## src/rtl/skinny_masked_pkg.sv

```systemverilog
// -----------------------------------------------------------------------------
// skinny_masked_pkg
// Shared constants and the sequencer state encoding for the 2-share masked
// SKINNY datapath.
//   SHARE_W          width of one share of a byte
//   RND_W            fresh randomness consumed by one S-box evaluation
//   SBOX8_HPC2_LAT   cycles the S-box needs with stable operands
//   sbox_seq_state_t sequencer state encoding (ST_* constants)
// -----------------------------------------------------------------------------
package skinny_masked_pkg;

    localparam int SHARE_W        = 8;
    localparam int RND_W          = 16;
    localparam int SBOX8_HPC2_LAT = 8;

    typedef logic [2:0] sbox_seq_state_t;

    localparam sbox_seq_state_t ST_IDLE = 3'd0;
    localparam sbox_seq_state_t ST_RAND = 3'd1;
    localparam sbox_seq_state_t ST_HOLD = 3'd2;
    localparam sbox_seq_state_t ST_DONE = 3'd3;
    localparam sbox_seq_state_t ST_CLR  = 3'd4;

endpackage

```

## src/rtl/skinny_sbox8_hpc2_seq_sbox.sv

```systemverilog
// -----------------------------------------------------------------------------
// skinny_sbox8_hpc2_1_str_non_pipelined_de
// 2-share masked SKINNY 8-bit S-box. Four MIX layers, each holding two masked
// NOR gates built from HPC2 AND gadgets; the bit permutation and final swap
// are linear and applied to each share separately. Gadget inner terms are
// registered on the falling edge, products on the rising edge, so operands
// must stay stable for several cycles (the sequencer guarantees this).
//   clk          clock (both edges used)
//   si0_i/si1_i  input shares
//   r_i          fresh randomness: [7:0] gadget masks, [15:8] output remask
//   bo0_o/bo1_o  output shares
// -----------------------------------------------------------------------------
module skinny_sbox8_hpc2_1_str_non_pipelined_de
    import skinny_masked_pkg::*;
(
    input  logic               clk,
    input  logic [SHARE_W-1:0] si0_i,
    input  logic [SHARE_W-1:0] si1_i,
    input  logic [RND_W-1:0]   r_i,
    output logic [SHARE_W-1:0] bo0_o,
    output logic [SHARE_W-1:0] bo1_o
);

    function automatic logic [7:0] bit_perm(input logic [7:0] x);
        return {x[2], x[1], x[7], x[6], x[4], x[0], x[3], x[5]};
    endfunction

    function automatic logic [7:0] bit_swap(input logic [7:0] x);
        return {x[7:3], x[1], x[2], x[0]};
    endfunction

    for (genvar k = 0; k < 4; k++) begin : g_layer
        logic [7:0] xi0, xi1, m0, m1, xo0, xo1;
        logic [1:0] na0, na1, nb0, nb1, rr, c0, c1;
        logic [1:0] t01_q, t10_q, p00_q, p11_q, q0_q, q1_q, s0_q, s1_q;

        if (k == 0) begin : g_first
            assign xi0 = si0_i;
            assign xi1 = si1_i;
        end else begin : g_next
            assign xi0 = g_layer[k-1].xo0;
            assign xi1 = g_layer[k-1].xo1;
        end

        // NOR(a,b) = (~a)&(~b); inverting share 0 inverts the shared value.
        // Lane 1 feeds bit 4 from bits 7/6, lane 0 feeds bit 0 from bits 3/2.
        assign na0 = ~{xi0[7], xi0[3]};
        assign na1 =  {xi1[7], xi1[3]};
        assign nb0 = ~{xi0[6], xi0[2]};
        assign nb1 =  {xi1[6], xi1[2]};
        assign rr  = r_i[2*k +: 2];

        always_ff @(negedge clk) begin
            t01_q <= nb1 ^ rr;
            t10_q <= nb0 ^ rr;
        end

        always_ff @(posedge clk) begin
            p00_q <= na0 & nb0;
            p11_q <= na1 & nb1;
            q0_q  <= ~na0 & rr;
            q1_q  <= ~na1 & rr;
            s0_q  <= na0 & t01_q;
            s1_q  <= na1 & t10_q;
        end

        // The rr terms cancel across shares, leaving (na0^na1)&(nb0^nb1).
        assign c0 = p00_q ^ q0_q ^ s0_q;
        assign c1 = p11_q ^ q1_q ^ s1_q;

        assign m0 = xi0 ^ {3'b000, c0[1], 3'b000, c0[0]};
        assign m1 = xi1 ^ {3'b000, c1[1], 3'b000, c1[0]};

        if (k < 3) begin : g_perm
            assign xo0 = bit_perm(m0);
            assign xo1 = bit_perm(m1);
        end else begin : g_last
            assign xo0 = m0;
            assign xo1 = m1;
        end
    end

    // Same mask on both shares: refreshes the sharing without changing the value.
    assign bo0_o = bit_swap(g_layer[3].xo0) ^ r_i[15:8];
    assign bo1_o = bit_swap(g_layer[3].xo1) ^ r_i[15:8];

endmodule

```

## src/rtl/skinny_sbox8_hpc2_seq.sv

```systemverilog
// -----------------------------------------------------------------------------
// skinny_sbox8_hpc2_seq
// Sequencer around the masked S-box: takes a shared byte, fetches 16 bits of
// fresh randomness, holds all operands stable for LAT cycles, captures the
// shared result and offers it downstream. Operand registers are wiped after
// each result (CLR_EN) so consecutive operands never toggle against each other.
//   clk, rst                       clock, async active-high reset
//   in_valid/in_ready/in_s0/in_s1  input share handshake
//   rnd_req/rnd_ack/rnd_data       randomness handshake
//   out_valid/out_ready/out_s0/s1  result share handshake
//   busy                           operation in progress
// -----------------------------------------------------------------------------
module skinny_sbox8_hpc2_seq
    import skinny_masked_pkg::*;
#(
    parameter int LAT    = SBOX8_HPC2_LAT,
    parameter bit CLR_EN = 1'b1
) (
    input  logic        clk,
    input  logic        rst,
    input  logic        in_valid,
    output logic        in_ready,
    input  logic [7:0]  in_s0,
    input  logic [7:0]  in_s1,
    output logic        rnd_req,
    input  logic        rnd_ack,
    input  logic [15:0] rnd_data,
    output logic        out_valid,
    input  logic        out_ready,
    output logic [7:0]  out_s0,
    output logic [7:0]  out_s1,
    output logic        busy
);

    localparam int CNT_W = $clog2(LAT);

    if (LAT < SBOX8_HPC2_LAT) begin : g_lat_check
        $error("LAT must be at least %0d", SBOX8_HPC2_LAT);
    end

    sbox_seq_state_t    state_q, state_d;
    logic [CNT_W-1:0]   cnt_q, cnt_d;
    logic [SHARE_W-1:0] si0_q, si0_d, si1_q, si1_d;
    logic [RND_W-1:0]   r_q, r_d;
    logic [SHARE_W-1:0] out_s0_q, out_s0_d, out_s1_q, out_s1_d;
    logic [SHARE_W-1:0] bo0, bo1;

    skinny_sbox8_hpc2_1_str_non_pipelined_de u_sbox (
        .clk   (clk),
        .si0_i (si0_q),
        .si1_i (si1_q),
        .r_i   (r_q),
        .bo0_o (bo0),
        .bo1_o (bo1)
    );

    always_comb begin
        state_d  = state_q;
        cnt_d    = cnt_q;
        si0_d    = si0_q;
        si1_d    = si1_q;
        r_d      = r_q;
        out_s0_d = out_s0_q;
        out_s1_d = out_s1_q;
        case (state_q)
            ST_IDLE: begin
                if (in_valid) begin
                    si0_d   = in_s0;
                    si1_d   = in_s1;
                    state_d = ST_RAND;
                end
            end
            ST_RAND: begin
                if (rnd_ack) begin
                    r_d     = rnd_data;
                    cnt_d   = CNT_W'(LAT - 1);
                    state_d = ST_HOLD;
                end
            end
            ST_HOLD: begin
                if (cnt_q == '0) begin
                    out_s0_d = bo0;
                    out_s1_d = bo1;
                    state_d  = ST_DONE;
                end else begin
                    cnt_d = cnt_q - 1'b1;
                end
            end
            ST_DONE: begin
                if (out_ready) begin
                    // Result registers are wiped on acceptance in both modes.
                    out_s0_d = '0;
                    out_s1_d = '0;
                    state_d  = CLR_EN ? ST_CLR : ST_IDLE;
                end
            end
            ST_CLR: begin
                si0_d    = '0;
                si1_d    = '0;
                r_d      = '0;
                out_s0_d = '0;
                out_s1_d = '0;
                state_d  = ST_IDLE;
            end
            default: state_d = ST_IDLE;
        endcase
    end

    always_ff @(posedge clk or posedge rst) begin
        if (rst) begin
            state_q  <= ST_IDLE;
            cnt_q    <= '0;
            si0_q    <= '0;
            si1_q    <= '0;
            r_q      <= '0;
            out_s0_q <= '0;
            out_s1_q <= '0;
        end else begin
            state_q  <= state_d;
            cnt_q    <= cnt_d;
            si0_q    <= si0_d;
            si1_q    <= si1_d;
            r_q      <= r_d;
            out_s0_q <= out_s0_d;
            out_s1_q <= out_s1_d;
        end
    end

    assign in_ready  = (state_q == ST_IDLE);
    assign rnd_req   = (state_q == ST_RAND);
    assign out_valid = (state_q == ST_DONE);
    assign busy      = (state_q != ST_IDLE);
    assign out_s0    = out_s0_q;
    assign out_s1    = out_s1_q;

endmodule

```

## config.mk

```make
export PLATFORM = sky130hd
export DESIGN_NAME = skinny_sbox8_hpc2_seq
export DESIGN_NICKNAME = d
export VERILOG_FILES = /design/src/rtl/skinny_masked_pkg.sv /design/src/rtl/skinny_sbox8_hpc2_seq_sbox.sv /design/src/rtl/skinny_sbox8_hpc2_seq.sv
export SDC_FILE = /design/constraint.sdc
export NUM_CORES = 1
export LEC_CHECK = 0
export ABC_AREA = 1
export CAP_MARGIN = 15
export CORE_ASPECT_RATIO = 2
export CORE_MARGIN = 10
export CORE_UTILIZATION = 63
export CTS_BUF_LIST = sky130_fd_sc_hd__clkbuf_4
export DETAILED_ROUTE_END_ITERATION = 10
export GPL_ROUTABILITY_DRIVEN = 0
export GPL_TIMING_DRIVEN = 0
export PLACE_DENSITY = 0.88
export SLEW_MARGIN = 15
export SYNTH_ARGS = -nofsm -noshare
export SYNTH_HDL_FRONTEND = slang
export SYNTH_SLANG_ARGS = --single-unit
```

## constraint.sdc

```tcl
create_clock -name clk -period 2.7 [get_ports clk]
set_clock_uncertainty 0.1 [all_clocks]
set_input_delay 0.405 -clock clk [delete_from_list [all_inputs] [get_ports clk]]
set_output_delay 0.405 -clock clk [all_outputs]
set_load 0.05 [all_outputs]
```

After elaboration in Yosys (flattened, before gate mapping)
Index checks and enable logic that the tools add are counted.
Widths: inputs -> output; s select.
{"block": "op_classes", "add_sub_neg": 1, "eq_ne": 9, "muxes": 19, "n_bitwise": 74, "reduce_logical": 12}
{"cell": "$xor 8x5->8", "count": 8}
{"cell": "$and 2x2->2", "count": 24}
{"cell": "$pmux 8 s3", "count": 2}
{"cell": "$xor 2x2->2", "count": 24}
{"cell": "$mux 8", "count": 5}
{"cell": "$not 2->2", "count": 16}
{"cell": "$pmux 16 s2", "count": 1}
{"cell": "$pmux 8 s2", "count": 2}
{"cell": "$mux 3", "count": 6}
{"cell": "$mux 16", "count": 1}
{"cell": "$xor 8x8->8", "count": 2}
{"cell": "$pmux 3 s4", "count": 1}
{"cell": "$eq 3x2->1 const B", "count": 2}
{"cell": "$logic_not 3->1", "count": 2}
{"cell": "$ne 2x2->1 const B", "count": 3}
{"cell": "$pmux 3 s2", "count": 1}
{"cell": "$reduce_and 3->1", "count": 2}
{"cell": "$reduce_bool 2->1", "count": 3}
{"cell": "$reduce_bool 3->1", "count": 2}
{"cell": "$ne 2x1->1 const B", "count": 2}
{"cell": "$reduce_and 2->1", "count": 2}
{"cell": "$reduce_and 4->1", "count": 1}
{"cell": "$eq 3x1->1 const B", "count": 1}
{"cell": "$eq 3x3->1 const B", "count": 1}
{"cell": "$sub 3x1->3 const B", "count": 1}
{"block": "totals", "reg_bits": 118, "in_bits": 37, "word_cells": 154}

Logic depth before layout (Yosys ltp)
{"block": "depth", "ltp_word": 9, "depth_mapped": 9, "depth_no_buf": 8}

By module
Synthesis repeated with hierarchy kept, for this count alone.
{"block": "hier_totals", "hier_cells": 748, "hier_area_um2": 5457.7}
{"module": "skinny_sbox8_hpc2_1_str_non_pipelined_de", "instances": 1, "cells_each": 447, "area_each_um2": 2986.6, "seq_area_each_um2": 1281.2}
{"module": "skinny_sbox8_hpc2_seq", "instances": 1, "cells_each": 301, "area_each_um2": 2471.1, "seq_area_each_um2": 1351.3}

==> results.py <==
metrics = {
    "outcome": {
        "outcome": "completed",
    },
    "routing": {
        "drt-vias-per-instance": 5.16,
        "drtIter0Drc": 290,
        "dr.pass1.iters": 7,
        "wl_um": 13400,
        "ant_nets": 0,
        "dr_total_vias": 4635,
        "post-route-drc-count": 0,
        "wire_per_inst_um": 14.9,
    },
    "finish": {
        "largest_reg_flops": 16,
        "n_antenna_cell": 0,
        "finish.utilization_pct": 78.5,
        "fin_nets": 828,
        "synthToLayoutAreaGrowth_pct": 21.4,
        "stdcell_count": 898,
        "fill_cells": 562,
        "regMostFlops": "r_q",
        "layout-drive-gt1-share_pct": 6.86,
    },
    "synthesis": {
        "ys_ff_latch": 118,
        "syn_area_mm2": 0.00517,
        "synth_top_cell_area_share_pct": 26.1,
        "synth_commonest_cells": "nand2_1 (235), inv_1 (127), dfxtp_1 (64)",
        "ys_top_cells_by_area": "dfrtp_1 (26%), dfxtp_1 (25%), nand2_1 (17%)",
        "async_flop_share_pct": 45.8,
        "synth_nets": 737,
        "yosys_warnings": 0,
        "synth_edf_count": 0,
        "yosysSeqAreaShare_pct": 50.9,
        "synth_flop_cell": "dfxtp_1",
        "yosysMostFrequentCell": "nand2_1",
        "avgSynthCellArea_um2": 7.41,
        "synthDominantAreaCellType": "dfrtp_1",
        "synth_cell_types": 25,
        "netlist_instances": 698,
    },
    "worst_setup_path": {
        "reg2reg_depth": 6,
        "startpoint_type": "flip-flop",
        "worstPathCellList": "inv_1 -> nand2_1 -> nand2_1 -> nand2_1 -> nand2_1 -> xor2_1",
        "worst_ep_arrival_time_ns": 1.57,
        "critPathBufInv": 1,
        "reg2reg_from": "si0_q[7]$_DFFE_PP0P_",
        "critPathRequiredTime_ns": 1.65,
        "cp_top_family": "flip-flops",
        "regToRegEndpoint": "u_sbox.g_layer[3].t10_q[0]$_DFF_N_",
        "crit_fanout": 6,
        "path_class": "reg -> reg",
        "critPathCaptureType": "flip-flop",
        "rrSetupSlack_ns": 0.08,
        "slowest_stage": "dfrtp_2",
        "slowest_delay_ns": 0.44,
        "crit_path_frequent_cell": "nand2_1",
    },
    "power": {
        "ir_worst_vdd_v": 0.000985,
        "total_power_w": 0.00895,
        "p_leak_nw": 3.41,
        "cellPowerDensity_mw_per_mm2": 1430,
    },
    "floorplan": {
        "fp-row-count": 46,
        "initial_core_util_pct": 64.6,
        "ios": 57,
        "dieArea_mm2": 0.0125,
        "die_h_um": 148,
        "coreArea_mm2": 0.00800,
        "fp.dieW_um": 84.1,
    },
    "cts": {
        "cts_tree": "done",
        "cts.sink_count": 118,
        "cts_root_buf": "clkbuf_4",
        "path_clk_slew_ns": 0.12,
        "clk_latency_ns": 0.54,
        "clock_path_buffers": 2,
        "h-tree-depth": 4,
        "cts_buffers": 17,
    },
    "sta": {
        "rsz0062_at_grt": "false",
        "max-slew-margin-rel_pct": 60.3,
        "slew_viol_final": 0,
        "worst_pin_slew_ns": 0.595,
        "hold_violations": 0,
        "setup_viol_count_final": 0,
    },
    "grt": {
        "antenna_found_initial": 0,
        "grt_usage_pct": 22.0,
        "grt_max_degree": 30,
        "grt_pass1_wl_um": 21900,
        "grt_pass1_vias": 4861,
        "overflow": 0,
    },
    "flow_run": {
        "maxCapViolations": 0,
    },
    "min_path": {
        "hp-class": "in -> async",
    },
    "place": {
        "port_buffers": 55,
        "place_hpwl_um": 10200,
        "dp.cells": 850,
    },
}
-- per-layer routing --
layer,vias up,track usage (%),part of all wire (%)
met4,0,16.2,6.0
met1,2173,19.7,34
met2,132,40.7,55
met5,-,0,0
met3,58,5.42,4.5
li1,2272,-,-
-- placed cells by master (no fill, tap or decap), drive strengths merged --
cell type	n
ha	2
o211ai	1
a21boi	5
nand2	236
nor2	60
xnor2	18
a21oi	7
dlymetal6s2s	1
nand4	2
bufinv	5
clkinv	5
buf	10
clkbuf	22
nand3	56
o21ai	36
clkinvlp	2
xor2	13
inv	150
dfxtp	64
dlygate4sd2	1
dfrtp	54
clkdlybuf4s50	52
-- power by group --
| group | total (W) | switching, W | internal, W |
|---|---|---|---|
| sequential | 0.00316 | 0.000580 | 0.00258 |
| combinational | 0.00420 | 0.00278 | 0.00142 |
| clock | 0.00159 | 0.000742 | 0.000850 |
| total | 0.00895 | 0.00410 | 0.00485 |
-- through the flow --
stage	hold slack [ns]	setup TNS [ns]	cell area [um^2]	worst slack [ns]
after floorplan	0.352	0	5170	0.289
after global placement	0.358	-8.39	5840	-0.160
after detailed placement	0.359	0	5860	0.0393
after CTS	0.116	0	6260	0.00885
after global routing	0.137	0	6280	0.00348
final	0.132	0	6280	0.0825
-- timing repair --
action                     CTS  global route
buffers inserted             0             1
setup endpoints to repair    5             7
resized for setup            7             7
cloned                       0             0
hold buffers                 0             0
hold endpoints to repair     0             0
-- worst register-to-register path: cells and delay by family (launching register included) --
family / cells / cell delay [ns]
XOR/XNOR: 1 / 0.16
buffers and inverters: 1 / 0.08
flip-flops: 1 / 0.44
AND/OR/NAND/NOR: 4 / 0.35
-- how the worst max path moves through the flow --
stage,from,end,slack [ns],cells after the start
3_3_place_gp,rst,r_q[1]$_DFFE_PP0P_,-0.16,2
6_report,si0_q[7]$_DFFE_PP0P_,u_sbox.g_layer[3].t10_q[0]$_DFF_N_,0.08,6
4_1_cts,state_q[0]$_DFFE_PP0P_,out_valid,0.009,5
3_5_place_dp,si1_q[7]$_DFFE_PP0P_,u_sbox.g_layer[3].t01_q[0]$_DFF_N_,0.04,6
5_1_grt,si1_q[5]$_DFFE_PP0P_,u_sbox.g_layer[2].t01_q[0]$_DFF_N_,0.003,6
2_1_floorplan,si0_q[7]$_DFFE_PP0P_,u_sbox.g_layer[3].t10_q[0]$_DFF_N_,0.29,6
-- cell type report --
| cell class | instances | area, um^2 | share of cell area, % |
|---|---|---|---|
| plain buffers | 12 | 63.8 | 1.02 |
| clock buffers | 17 | 128 | 2.03 |
| clock inverters | 31 | 270 | 4.31 |
| inverters | 131 | 492 | 7.83 |
| multi-input cells | 436 | 1990 | 31.8 |
| flip-flops and latches | 118 | 2640 | 42.0 |
| well taps | 96 | 120 | 1.91 |
| repair buffers | 57 | 574 | 9.15 |
-- kinds of logic after synthesis --
| family | Yosys count | synth area share, % |
|---|---|---|
| flops | 118 | 50.9 |
| fa+ha+maj | 2 | 0.484 |
| compound gates | 49 | 5.11 |
| simple gates | 354 | 27.4 |
| xor+xnor | 31 | 5.25 |
| buf+inv | 144 | 10.8 |
Note: power is estimated with default switching activity, not from simulation.
